File: config.mk
export PLATFORM = sky130hd
export DESIGN_NAME = seq_match_controller_flat
export DESIGN_NICKNAME = d
export VERILOG_FILES = /design/src/rtl/seq_match_controller_if.sv /design/src/rtl/seq_match_controller.sv /design/src/flat_wrapper.sv
export SDC_FILE = /design/constraint.sdc
export NUM_CORES = 1
export LEC_CHECK = 0
export ABC_CLOCK_PERIOD_IN_PS = 3050
export CAP_MARGIN = 20
export CORE_ASPECT_RATIO = 0.6
export CORE_UTILIZATION = 50
export DETAILED_ROUTE_END_ITERATION = 7
export PLACE_DENSITY_LB_ADDON = 0.08
export RECOVER_POWER = 25
export SETUP_SLACK_MARGIN = 0.2
export SLEW_MARGIN = 10
export SYNTH_ARGS = -nofsm -noshare
export SYNTH_HDL_FRONTEND = slang
export SYNTH_SLANG_ARGS = --single-unit
File: constraint.sdc
create_clock -name clk -period 3.05 [get_ports clk]
set_input_delay 0.7625 -clock clk [delete_from_list [all_inputs] [get_ports clk]]
set_output_delay 0.7625 -clock clk [all_outputs]
set_load 0.02 [all_outputs]
File: src/rtl/seq_match_controller_if.sv
// Word-stream handshake between a producer (master) and seq_match_controller (slave).
interface seq_match_controller_if #(
    parameter int unsigned WORD_W = 8
) ();
    logic              s_valid;
    logic              s_ready;
    logic [WORD_W-1:0] s_data;

    modport master (output s_valid, output s_data, input s_ready);
    modport slave  (input s_valid, input s_data, output s_ready);
endinterface

File: src/rtl/seq_match_controller.sv
// Word-to-serial sequencer with a programmable pattern detector, saturating match counter and
// sticky threshold interrupt. Define SEQ_MATCH_NONOVERLAP_EN for non-overlapping detection.
module seq_match_controller #(
    parameter int unsigned WORD_W    = 8,
    parameter int unsigned PATTERN_W = 4,
    parameter int unsigned CNT_W     = 8
) (
    input  logic                 clk,
    input  logic                 reset_n,
    input  logic                 start,
    input  logic                 abort,
    input  logic [PATTERN_W-1:0] cfg_pattern,
    input  logic [CNT_W-1:0]     cfg_threshold,
    seq_match_controller_if.slave s_bus,
    output logic                 bit_out,
    output logic                 bit_valid,
    output logic                 match_pulse,
    output logic [CNT_W-1:0]     match_count,
    output logic                 irq,
    input  logic                 irq_clr,
    output logic                 busy
);
    localparam int unsigned IDX_W  = (WORD_W > 1) ? $clog2(WORD_W) : 1;
    localparam int unsigned SEEN_W = $clog2(PATTERN_W + 1);

    typedef enum logic [1:0] {IDLE, ARMED, SHIFT} state_t;

    state_t               state;
    logic [WORD_W-1:0]    shreg;
    logic [IDX_W-1:0]     bit_idx;
    logic [PATTERN_W-1:0] pattern;
    logic [PATTERN_W-1:0] hist;
    logic [SEEN_W-1:0]    seen;

    logic [PATTERN_W-1:0] hist_nxt;
    logic [SEEN_W-1:0]    seen_nxt;
    logic                 hit;
    logic                 cnt_max;
    logic [CNT_W-1:0]     cnt_inc;
    logic                 irq_set;

    // The shift register MSB is the serial output, so bit_out comes straight from a flop.
    assign bit_out = shreg[WORD_W-1];

    // Match evaluation for the current shift edge; abort suppresses it.
    always_comb begin
        hist_nxt = {hist[PATTERN_W-2:0], bit_out};
        seen_nxt = (seen == SEEN_W'(PATTERN_W)) ? seen : seen + SEEN_W'(1);
        hit      = (state == SHIFT) && !abort && (hist_nxt == pattern) &&
                   (seen_nxt == SEEN_W'(PATTERN_W));
        cnt_max  = &match_count;
        cnt_inc  = match_count + CNT_W'(1);
        irq_set  = hit && !cnt_max && (cfg_threshold != '0) && (cnt_inc == cfg_threshold);
    end

    always_ff @(posedge clk or negedge reset_n) begin
        if (!reset_n) begin
            state         <= IDLE;
            shreg         <= '0;
            bit_idx       <= '0;
            pattern       <= '0;
            hist          <= '0;
            seen          <= '0;
            s_bus.s_ready <= 1'b0;
            bit_valid     <= 1'b0;
            match_pulse   <= 1'b0;
            match_count   <= '0;
            irq           <= 1'b0;
            busy          <= 1'b0;
        end else begin
            match_pulse <= 1'b0;
            irq         <= irq_set | (irq & ~irq_clr);
            if (abort) begin
                state         <= IDLE;
                shreg         <= '0;
                s_bus.s_ready <= 1'b0;
                bit_valid     <= 1'b0;
                busy          <= 1'b0;
            end else begin
                case (state)
                    IDLE: begin
                        if (start) begin
                            state         <= ARMED;
                            pattern       <= cfg_pattern;
                            hist          <= '0;
                            seen          <= '0;
                            match_count   <= '0;
                            s_ready_set();
                            busy          <= 1'b1;
                        end
                    end
                    ARMED: begin
                        if (s_bus.s_valid) begin
                            state         <= SHIFT;
                            shreg         <= s_bus.s_data;
                            bit_idx       <= '0;
                            s_bus.s_ready <= 1'b0;
                            bit_valid     <= 1'b1;
                        end
                    end
                    SHIFT: begin
                        shreg   <= shreg << 1;
                        bit_idx <= bit_idx + IDX_W'(1);
`ifdef SEQ_MATCH_NONOVERLAP_EN
                        hist    <= hit ? '0 : hist_nxt;
                        seen    <= hit ? '0 : seen_nxt;
`else
                        hist    <= hist_nxt;
                        seen    <= seen_nxt;
`endif
                        if (hit) begin
                            match_pulse <= 1'b1;
                            if (!cnt_max) match_count <= cnt_inc;
                        end
                        // Last bit of the word: hand back to ARMED for the next one.
                        if (bit_idx == IDX_W'(WORD_W - 1)) begin
                            state         <= ARMED;
                            bit_valid     <= 1'b0;
                            s_bus.s_ready <= 1'b1;
                        end
                    end
                    default: state <= IDLE;
                endcase
            end
        end
    end

    task automatic s_ready_set();
        s_bus.s_ready <= 1'b1;
    endtask
endmodule

File: src/flat_wrapper.sv
// flat-port wrapper written by rule: the top's interface ports become plain ports
module seq_match_controller_flat 
#(
    parameter int unsigned WORD_W    = 8,
    parameter int unsigned PATTERN_W = 4,
    parameter int unsigned CNT_W     = 8
)
  (clk, reset_n, start, abort, cfg_pattern, cfg_threshold, bit_out, bit_valid, match_pulse, match_count, irq, irq_clr, busy, s_bus_s_valid, s_bus_s_data, s_bus_s_ready);
  seq_match_controller_if #(.WORD_W(WORD_W)) s_bus_i ();
  input  logic clk;
  input  logic reset_n;
  input  logic start;
  input  logic abort;
  input  logic [PATTERN_W-1:0] cfg_pattern;
  input  logic [CNT_W-1:0] cfg_threshold;
  output logic bit_out;
  output logic bit_valid;
  output logic match_pulse;
  output logic [CNT_W-1:0] match_count;
  output logic irq;
  input  logic irq_clr;
  output logic busy;
  input wire logic [$bits(s_bus_i.s_valid)-1:0] s_bus_s_valid;
  input wire logic [$bits(s_bus_i.s_data)-1:0] s_bus_s_data;
  output wire logic [$bits(s_bus_i.s_ready)-1:0] s_bus_s_ready;
  assign s_bus_i.s_valid = s_bus_s_valid;
  assign s_bus_i.s_data = s_bus_s_data;
  assign s_bus_s_ready = s_bus_i.s_ready;
  seq_match_controller #(.WORD_W(WORD_W), .PATTERN_W(PATTERN_W), .CNT_W(CNT_W)) u_core (.clk(clk), .reset_n(reset_n), .start(start), .abort(abort), .cfg_pattern(cfg_pattern), .cfg_threshold(cfg_threshold), .s_bus(s_bus_i), .bit_out(bit_out), .bit_valid(bit_valid), .match_pulse(match_pulse), .match_count(match_count), .irq(irq), .irq_clr(irq_clr), .busy(busy));
endmodule
==> flow_metrics.env, run 1 <==
export IMPL_status="finished with violations"
export IMPL_violations="max-capacitance violations, max-slew violations"
export IMPL_worst_endpoint_arrival_ns=2.57
export IMPL_cts_tree="yes"
export IMPL_placed_cells_incl_taps=329
export IMPL_rsz0062_at_grt="no"
export IMPL_required_ns=3.27
export IMPL_synth_edf_count=0
export IMPL_tightest_slew_ns=1.898
export IMPL_cts_made_buffers=5
export IMPL_cts_buffer_depth=2
export IMPL_timing_setup_tns_ns=0
export IMPL_synth_nets=275
export IMPL_netlist_instances=240
export IMPL_finalCritPeriodShare_pct=77.08
export IMPL_drive_gt1_share_pct=8.696
export IMPL_final_cell_area_um2=2701
export IMPL_rr_worst_depth=7
export IMPL_hold_buffers=0
export IMPL_postPlaceCellArea_um2=2625
export IMPL_rows=18
export IMPL_clockRootBuffer="clkbuf_8"
export IMPL_grt_pass1_wl_um=7983
export IMPL_wl_met2_um=1941
export IMPL_portBuffers=39
export IMPL_ios=40
export IMPL_path_clk_slew_ns=0.07
export IMPL_grt_usage_pct=22.71
export IMPL_cts_setup_buffers=0
export IMPL_yosysWarningCount=0
export IMPL_cp_end_kind="flop"
export IMPL_layout_commonest_cell="clkdlybuf4s50_1"
export IMPL_antenna_found_initial=0
export IMPL_die_area_um2=4728
export IMPL_final_cells=336
export IMPL_htreeDepth=2
export IMPL_dieHeight_um=53.67
export IMPL_overflow=0
export IMPL_peakVddDrop_mv=0.3374
export IMPL_crit_type="input pin to flop"
export IMPL_final_nets=311
export IMPL_netlist_area_um2=2225
export IMPL_layout_common_cells="clkdlybuf4s50_1 (38), nand2_1 (36), dfrtp_1 (36)"
export IMPL_synth_top_flop_cell="dfrtp_1"
export IMPL_crit_path_max_fanout=3
export IMPL_grt_start_max_net_pins=37
export IMPL_die_w_um=88.11
export IMPL_powerDensity_nw_per_um2=547.5
export IMPL_synthArstFlopShare_pct=100.0
export IMPL_hold_class="flop to flop"
export IMPL_grt_pass1_vias=1634
export IMPL_firstDrtPassIters=4
export IMPL_yosysUniqueCellTypes=48
export IMPL_ant_nets=0
export IMPL_dr_first_iter_drc_count=152
export IMPL_fin_crit_ns=2.351
export IMPL_relSlewSlack_pct=-26.52
export IMPL_clock_sinks=36
export IMPL_start_util_pct=53.11
export IMPL_report_final_hold_viol_count=0
export IMPL_clock_skew_ns=0.002990
export IMPL_fin_util_pct=64.49
export IMPL_wl_um=4825
export IMPL_viasPerCell=5.503
export IMPL_finalMaxSlewViolations=37
export IMPL_wl_per_cell_um=14.36
export IMPL_gp_congestion=0.7908
export IMPL_hold_depth=2
export IMPL_drc=0
export IMPL_fillers=380
export IMPL_drv_cap=1
export IMPL_wl_met3_um=204
export IMPL_core_area_um2=4189
export IMPL_clock_latency_ns=0.28
export IMPL_maxClockFrequency_mhz=425.4
export IMPL_dp_hpwl_um=3525
export IMPL_diodes=0
export IMPL_yosys_register_bits=36
export IMPL_routed_top_layer="met4"
export IMPL_vias=1849
export IMPL_area_delta_synth_final_pct=21.43
export IMPL_ys_seq_area_share_pct=40.49
export IMPL_syn_avg_cell_area_um2=9.269
export IMPL_finalSetupViolCount=0
export IMPL_power_leakage_nw=1.083
export IMPL_cp_start_kind="input pin"
export IMPL_wl_met1_um=2651
export IMPL_cts_resized=0
[worst max-delay path, stage by stage]
cell             delay, ns
clkdlybuf4s50_1       0.44
nor2_1                0.14
o211ai_2              0.13
or4_1                 0.50
or4_1                 0.51
nand3_1               0.09
[metal layers]
| layer | vias to the layer above | track usage (%) |
|---|---|---|
| met1 | 873 | 35.91 |
| met4 | 0 | 4.032 |
| met5 | - | 0 |
| met2 | 46 | 30.88 |
| met3 | 5 | 5.521 |
| li1 | 925 | - |
[cells in the mapped netlist (2+ instances only)]
cell,count,area [um^2]
buf_6,2,22.52
a22oi_1,3,22.52
dfrtp_1,36,900.9
or2_2,2,12.51
a32o_1,2,20.02
buf_2,2,10.01
o211ai_1,8,60.06
nand3b_1,2,15.01
nand2b_1,7,43.79
ha_1,9,112.6
nor2_1,15,56.30
or4_1,2,15.01
mux2i_1,9,90.09
a21boi_0,2,15.01
nor3_1,6,30.03
a211oi_1,3,22.52
nand3_1,7,35.03
a32oi_1,2,17.52
nor4_1,5,31.28
o31ai_1,8,60.06
a21oi_1,9,45.04
nand2_1,36,135.1
o21ai_0,11,55.05
inv_1,7,26.28
a31oi_1,2,12.51
xnor2_1,10,87.58
clkbuf_8,2,27.53
clkbuf_1,8,30.03
mux2_2,4,45.04
[where the power goes]
| group | internal [W] | switching, W | total [W] |
|---|---|---|---|
| clock | 0.000155 | 0.000163 | 0.000318 |
| sequential | 0.000569 | 0.0000695 | 0.000638 |
| combinational | 0.000237 | 0.000285 | 0.000523 |
[flip-flops by register name, summed over array words and instances, names as in the netlist]
register / flops
u_core.match_count: 8
u_core.shreg: 8
u_core.pattern: 4
u_core.bit_idx: 3
u_core.hist: 3
u_core.seen: 3
u_core.state: 2
u_core.bit_valid: 1
u_core.busy: 1
u_core.irq: 1
u_core.match_pulse: 1
u_core.s_bus.s_ready: 1
[final timing paths]
check                                 from                     to  slack, ns
min reg2reg                u_core.shreg[3]        u_core.shreg[3]       0.49
min in group asynchronous          reset_n      u_core.bit_idx[2]       0.99
max                                  abort  u_core.match_count[7]       0.70
max reg2reg                 u_core.seen[0]  u_core.match_count[7]       0.75
max in group asynchronous          reset_n             u_core.irq       0.97
min                        u_core.shreg[3]        u_core.shreg[3]       0.49
[metrics by stage]
| stage | hold WS (ns) | setup slack (ns) | total power [W] |
|---|---|---|---|
| 6_report | 0.4871 | 0.6992 | 0.001479 |
| 5_1_grt | 0.5208 | 0.5508 | 0.001581 |
| 4_1_cts | 0.4898 | 0.7221 | 0.001488 |
| 3_5_place_dp | 0.4716 | 0.4120 | 0.001169 |
| 3_3_place_gp | 0.4676 | 0.4303 | 0.001149 |
| 2_1_floorplan | 0.4483 | 0.6889 | 0.001017 |
[logic make-up (layout without fill, tap and decap cells)]
| logic type | count (synthesis) | in the layout | synth area share (%) |
|---|---|---|---|
| mux | 13 | 13 | 6.074 |
| fa+ha+maj | 9 | 9 | 5.062 |
| xor+xnor | 12 | 12 | 5.062 |
| compound gates | 55 | 55 | 16.82 |
| flops | 36 | 36 | 40.49 |
| simple gates | 93 | 93 | 20.92 |
| buf+inv | 22 | 58 | 5.569 |
[cell type report]
type                       count  area, um^2  area share, %
clock inverter                 1       5.005         0.1853
tap                           60       75.07          2.779
inverter                       7       26.28         0.9727
clock buffer                   6       72.57          2.686
sequential                    36       900.9          33.35
timing repair buffer          44       421.7          15.61
multi-input combinational    182        1200          44.42
No activity file was read; power rests on OpenSTA's default activity.
==> run 2: changes to the inputs <==
Settings changed: ABC_CLOCK_PERIOD_IN_PS 3050 to 2100, CORE_UTILIZATION 50 to 47.
Clock period 3.05 ns to 2.1 ns, I/O delays scaled along.
==> run 2 against run 1 <==
The flow now finishes without violations. Register-to-register slack worse by 0.71 ns. Combinational power is 76% higher. Via count is 6.8% higher.
==> flow_metrics.env, run 2 (synthesis gave the netlist of run 1 again) <==
export IMPL_setup_worst_path_start="u_core.seen[1]"
export IMPL_peakVddDrop_mv=0.4836
export IMPL_layout_common_cells="nand2_1 (36), dfrtp_1 (33), clkdlybuf4s50_1 (29)"
export IMPL_fillers=352
export IMPL_finalSetupViolCount=0
export IMPL_dp_hpwl_um=3725
export IMPL_cpLargestDelayFamily="simple AND/OR/NAND/NOR gates"
export IMPL_portBuffers=39
export IMPL_layout_commonest_cell="nand2_1"
export IMPL_cp_slowest_stage_delay_ns=0.56
export IMPL_fin_crit_ns=2.060
export IMPL_crit_type="flop to flop"
export IMPL_wl_um=5109
export IMPL_worstPathCellList="buf_4, ha_4, nand3b_1, o211ai_1, or4_4, or4_1, nand3_1"
export IMPL_cts_made_buffers=5
export IMPL_clock_latency_ns=0.28
export IMPL_wl_per_cell_um=14.27
export IMPL_rsz0062_at_grt="yes"
export IMPL_firstDrtPassIters=4
export IMPL_clock_skew_ns=0.001921
export IMPL_dieHeight_um=55.29
export IMPL_p_clk_share_pct=24.3
export IMPL_slowest_stage="or4_4"
export IMPL_ios=40
export IMPL_finalCritPeriodShare_pct=98.10
export IMPL_crit_buf_inv=1
export IMPL_area_delta_synth_final_pct=34.81
export IMPL_status="complete, no violations"
export IMPL_gp_congestion=0.7756
export IMPL_worst_endpoint_arrival_ns=2.28
export IMPL_maxClockFrequency_mhz=485.4
export IMPL_power_leakage_nw=1.297
export IMPL_multi_input_area_um2=1287
export IMPL_report_final_hold_viol_count=0
export IMPL_grt_usage_pct=21.86
export IMPL_p_int_w=0.001635
export IMPL_rows=18
export IMPL_ant_nets=0
export IMPL_seqPwrFrac_pct=38.2
export IMPL_finalMaxSlewViolations=0
export IMPL_grt_start_max_net_pins=19
export IMPL_grt_pass1_wl_um=8804
export IMPL_grt_pass1_vias=1854
export IMPL_whs_ns=0.3583
export IMPL_cts_buffer_depth=2
export IMPL_die_area_um2=5021
export IMPL_core_area_um2=4324
export IMPL_powerDensity_nw_per_um2=816.0
export IMPL_antenna_found_initial=0
export IMPL_tightest_slew_ns=0.9356
export IMPL_start_util_pct=51.45
export IMPL_cts_tree="yes"
export IMPL_htreeDepth=2
export IMPL_dr_first_iter_drc_count=69
export IMPL_reg_top3="u_core.match_count: 8 flops, u_core.shreg: 8 flops, u_core.pattern: 4 flops"
export IMPL_p_switching_w=0.0008129
export IMPL_cp_end_kind="flop"
export IMPL_relSlewSlack_pct=37.62
export IMPL_drive_gt1_share_pct=20.47
export IMPL_vias=1974
export IMPL_finalPower_w=0.002447
export IMPL_path_clk_slew_ns=0.07
export IMPL_crit_path_max_fanout=3
export IMPL_swShare_pct=33.21
export IMPL_drc=0
export IMPL_viasPerCell=5.514
export IMPL_overflow=0
export IMPL_diodes=0
export IMPL_seq_area_um2=904.6
export IMPL_drv_cap=0
export IMPL_hold_class="input pin to async pin"
export IMPL_combPwrFrac_pct=37.6
export IMPL_cp_start_kind="flop"
export IMPL_reg2reg_from="u_core.seen[1]"
export IMPL_required_ns=2.32
export IMPL_die_w_um=90.82
export IMPL_final_nets=332
export IMPL_clockRootBuffer="clkbuf_8"
export IMPL_clock_sinks=36
-- run 2: changes by cell type in the layout (fill, tap and decap cells not counted), moves of 3 or more --
cell,previous run,this run
buf_4,5,20
clkdlybuf4s50_1,38,29
dlygate4sd2_1,0,6
buf_6,0,4
dfrtp_1,36,33
dfrtp_2,0,3
dlymetal6s2s_1,0,3
ha_1,9,6
inv_1,7,4
inv_2,0,3
-- run 2: timing repair --
action | CTS | global route
endpoints found under the setup margin | 16 | 24
buffers inserted | 3 | 2
pin swaps | 4 | 8
hold buffers | 0 | 0
resized for setup | 9 | 22
-- run 2: layout make-up --
cell class,count,area share [%]
sequential,36,30.16
tap,60,2.503
clock inverter,2,1.168
multi-input combinational,182,42.93
timing repair buffer,65,19.94
inverter,7,0.8761
clock buffer,6,2.420
-- run 2: power by group through the flow --
| stage | logic, W | registers (W) | clock network, W |
|---|---|---|---|
| finish | 0.000919 | 0.000934 | 0.000594 |
| CTS | 0.000869 | 0.000930 | 0.000603 |
| floorplan | 0.000570 | 0.000945 | 0 |
| detailed placement | 0.000841 | 0.000943 | 0 |
| global route | 0.00102 | 0.000953 | 0.000648 |
| global placement | 0.000829 | 0.000938 | 0 |
-- run 2: metal layers --
metal	track usage, %	part of all wire [%]	vias up
met2	30.41	42	64
met5	0	0	-
met3	5.510	6.7	9
met4	4.308	0.86	0
met1	34.04	51	931
li1	-	-	970
-- run 2: path summary, 6_finish.rpt --
check | end | slack, ns | depth (start not counted)
max in group asynchronous | u_core.match_count[2] | 0.84 | 2
max | u_core.match_count[7] | 0.04 | 7
min in group clk | u_core.shreg[4] | 0.48 | 2
min reg2reg | u_core.shreg[4] | 0.48 | 2
max reg2reg | u_core.match_count[7] | 0.04 | 7
min | u_core.state[1] | 0.36 | 1
-- run 2: per-stage QoR --
step	setup TNS, ns	instances	setup slack [ns]	util, %	area, um^2
3_3_place_gp	-1.083	345	-0.2185	64.06	2770
6_report	0	358	0.03991	69.36	2999
2_1_floorplan	0	240	0.01198	-	2256
5_1_grt	0	358	0.004896	69.36	2999
3_5_place_dp	-1.429	345	-0.2479	64.06	2770
4_1_cts	0	356	0.05455	67.25	2908
==> run 3: changes to the inputs <==
Settings changed: CELL_PAD_IN_SITES_DETAIL_PLACEMENT set to 1, CELL_PAD_IN_SITES_GLOBAL_PLACEMENT set to 1, CORE_UTILIZATION 47 to 36.
==> run 3 against run 2 <==
Global-route usage fell by 2.4 points. Critical path depth unchanged. Core utilization down 18 points. Clock-buffer cell count increased by 1. Die area up 30%. Non-clock buffer count increased by 1. Flip-flop and latch count unchanged. Wire length is 12% higher. Clock skew increased by 0.0050 ns. Via count shrank 0.41%. Sequential power barely moved. Largest power group unchanged.
==> flow_metrics.env, run 3 (synthesis gave the netlist of run 1 again) <==
export IMPL_relSlewSlack_pct=25.93
export IMPL_dieHeight_um=62.89
export IMPL_rr_worst_depth=7
export IMPL_drive_gt1_share_pct=20.07
export IMPL_portBuffers=39
export IMPL_crit_end="u_core.match_count[7]"
export IMPL_setup_worst_path_start="u_core.seen[0]"
export IMPL_cp_common_cell="or4_4"
export IMPL_core_area_um2=5754
export IMPL_busiest_layer="met1"
export IMPL_crit_cells=7
export IMPL_cts_tree="yes"
export IMPL_dr_first_iter_drc_count=75
export IMPL_power_leakage_nw=1.269
export IMPL_reg_top3="u_core.match_count: 8 flops, u_core.shreg: 8 flops, u_core.pattern: 4 flops"
export IMPL_final_nets=333
export IMPL_slowest_stage="or4_4"
export IMPL_cts_buffer_depth=2
export IMPL_cp_slowest_stage_delay_ns=0.55
export IMPL_use_met3_pct=4.027
export IMPL_worst_endpoint_arrival_ns=2.25
export IMPL_area_delta_synth_final_pct=33.01
export IMPL_clock_skew_ns=0.006936
export IMPL_cpLargestDelayFamily="simple AND/OR/NAND/NOR gates"
export IMPL_gp_congestion=0.7698
export IMPL_diodes=0
export IMPL_rows=21
export IMPL_timing_rr_end="u_core.match_count[7]"
export IMPL_dp_hpwl_um=4330
export IMPL_drv_cap=0
export IMPL_layout_commonest_cell="nand2_1"
export IMPL_die_w_um=103.5
export IMPL_die_area_um2=6508
export IMPL_viasPerCell=5.187
export IMPL_hold_class="input pin to async pin"
export IMPL_start_util_pct=38.66
export IMPL_clockRootBuffer="clkbuf_8"
export IMPL_path_clk_slew_ns=0.07
export IMPL_ios=40
export IMPL_firstDrtPassIters=4
export IMPL_peakVddDrop_mv=0.4153
export IMPL_required_ns=2.32
export IMPL_final_cells=379
export IMPL_hold_buffers=0
export IMPL_report_final_hold_viol_count=0
export IMPL_rsz0062_at_grt="yes"
export IMPL_grt_pass1_wl_um=9701
export IMPL_timing_setup_tns_ns=0
export IMPL_worstPathCellList="inv_2, ha_4, nand3b_1, o211ai_1, or4_4, or4_4, nand3_2"
export IMPL_vias=1966
export IMPL_crit_type="flop to flop"
export IMPL_crit_path_max_fanout=4
export IMPL_maxClockFrequency_mhz=493.0
export IMPL_whs_ns=0.4322
export IMPL_met2_usage_pct=26.66
export IMPL_placed_cells_incl_taps=367
export IMPL_postPlaceCellArea_um2=2835
export IMPL_reg2reg_from="u_core.seen[0]"
export IMPL_finalMaxSlewViolations=0
export IMPL_cts_made_buffers=5
export IMPL_drc=0
export IMPL_htreeDepth=2
export IMPL_grt_usage_pct=19.43
export IMPL_finalSetupViolCount=0
export IMPL_grt_pass1_vias=1952
export IMPL_layout_common_cells="nand2_1 (36), dfrtp_1 (33), clkdlybuf4s50_1 (28)"
export IMPL_tightest_slew_ns=1.111
export IMPL_clock_latency_ns=0.28
export IMPL_ant_nets=0
export IMPL_grt_start_max_net_pins=31
export IMPL_grtUsageMet1_pct=31.36
export IMPL_crit_buf_inv=1
export IMPL_wl_per_cell_um=15.13
export IMPL_finalCritPeriodShare_pct=96.59
export IMPL_overflow=0
export IMPL_cp_start_kind="flop"
export IMPL_fin_crit_ns=2.028
export IMPL_antenna_found_initial=0
export IMPL_wl_um=5736
export IMPL_status="complete, no violations"
export IMPL_reg2reg_slack_ns=0.07
export IMPL_clock_sinks=36
export IMPL_powerDensity_nw_per_um2=786.1
export IMPL_cp_end_kind="flop"
export IMPL_final_cell_area_um2=2959
-- run 3: cell types whose count changed in the layout (fill, tap and decap cells not counted), sizes merged --
| cell | before | now |
|---|---|---|
| dlygate4sd2 | 6 | 8 |
| dlymetal6s2s | 3 | 2 |
| buf | 25 | 26 |
| clkdlybuf4s50 | 29 | 28 |
| bufinv | 1 | 0 |
| clkbuf | 8 | 9 |
-- run 3: timing repair --
| item | in CTS | in global routing |
|---|---|---|
| resized for setup | 14 | 8 |
| setup endpoints to repair | 14 | 12 |
| pin swaps | 3 | 1 |
| setup buffers | 3 | 1 |
-- run 3: power by group --
part	total, W	switching [W]	internal, W
combinational	0.000914	0.000457	0.000457
clock	0.000479	0.000246	0.000233
sequential	0.000933	0.000108	0.000826
-- run 3: metrics by stage --
stage / utilization (%) / setup slack [ns] / power, W
after floorplan: - / 0.01198 / 0.001516
after global placement: 49.27 / -0.2360 / 0.001797
after detailed placement: 49.27 / -0.2563 / 0.001824
after CTS: 51.29 / 0.1109 / 0.002348
after global routing: 51.42 / 0.005476 / 0.002501
final: 51.42 / 0.07156 / 0.002326
-- run 3: how the worst min path moves through the flow --
stage                     slack (ns)                     to            start
after floorplan                 0.23      u_core.bit_idx[0]          reset_n
after global placement          0.47        u_core.shreg[1]  u_core.shreg[1]
after detailed placement        0.47        u_core.shreg[6]  u_core.shreg[6]
after CTS                       0.21  u_core.match_count[1]          reset_n
after global routing            0.52      u_core.bit_idx[2]          reset_n
final                           0.43      u_core.bit_idx[2]          reset_n
-- run 3: layout make-up --
type | instances | area, um^2
clock buffer | 7 | 76.32
clock inverter | 1 | 5.005
fill | 675 | 2795
inverter | 7 | 26.28
multi-input combinational | 182 | 1251
sequential | 36 | 904.6
tap | 80 | 100.1
timing repair buffer | 66 | 595.6
-- run 3: metal layers --
layer	part of all wire, %	up-vias
li1	-	973
met1	56	960
met2	40	31
met3	3.9	2
met4	0.26	0
met5	0	-
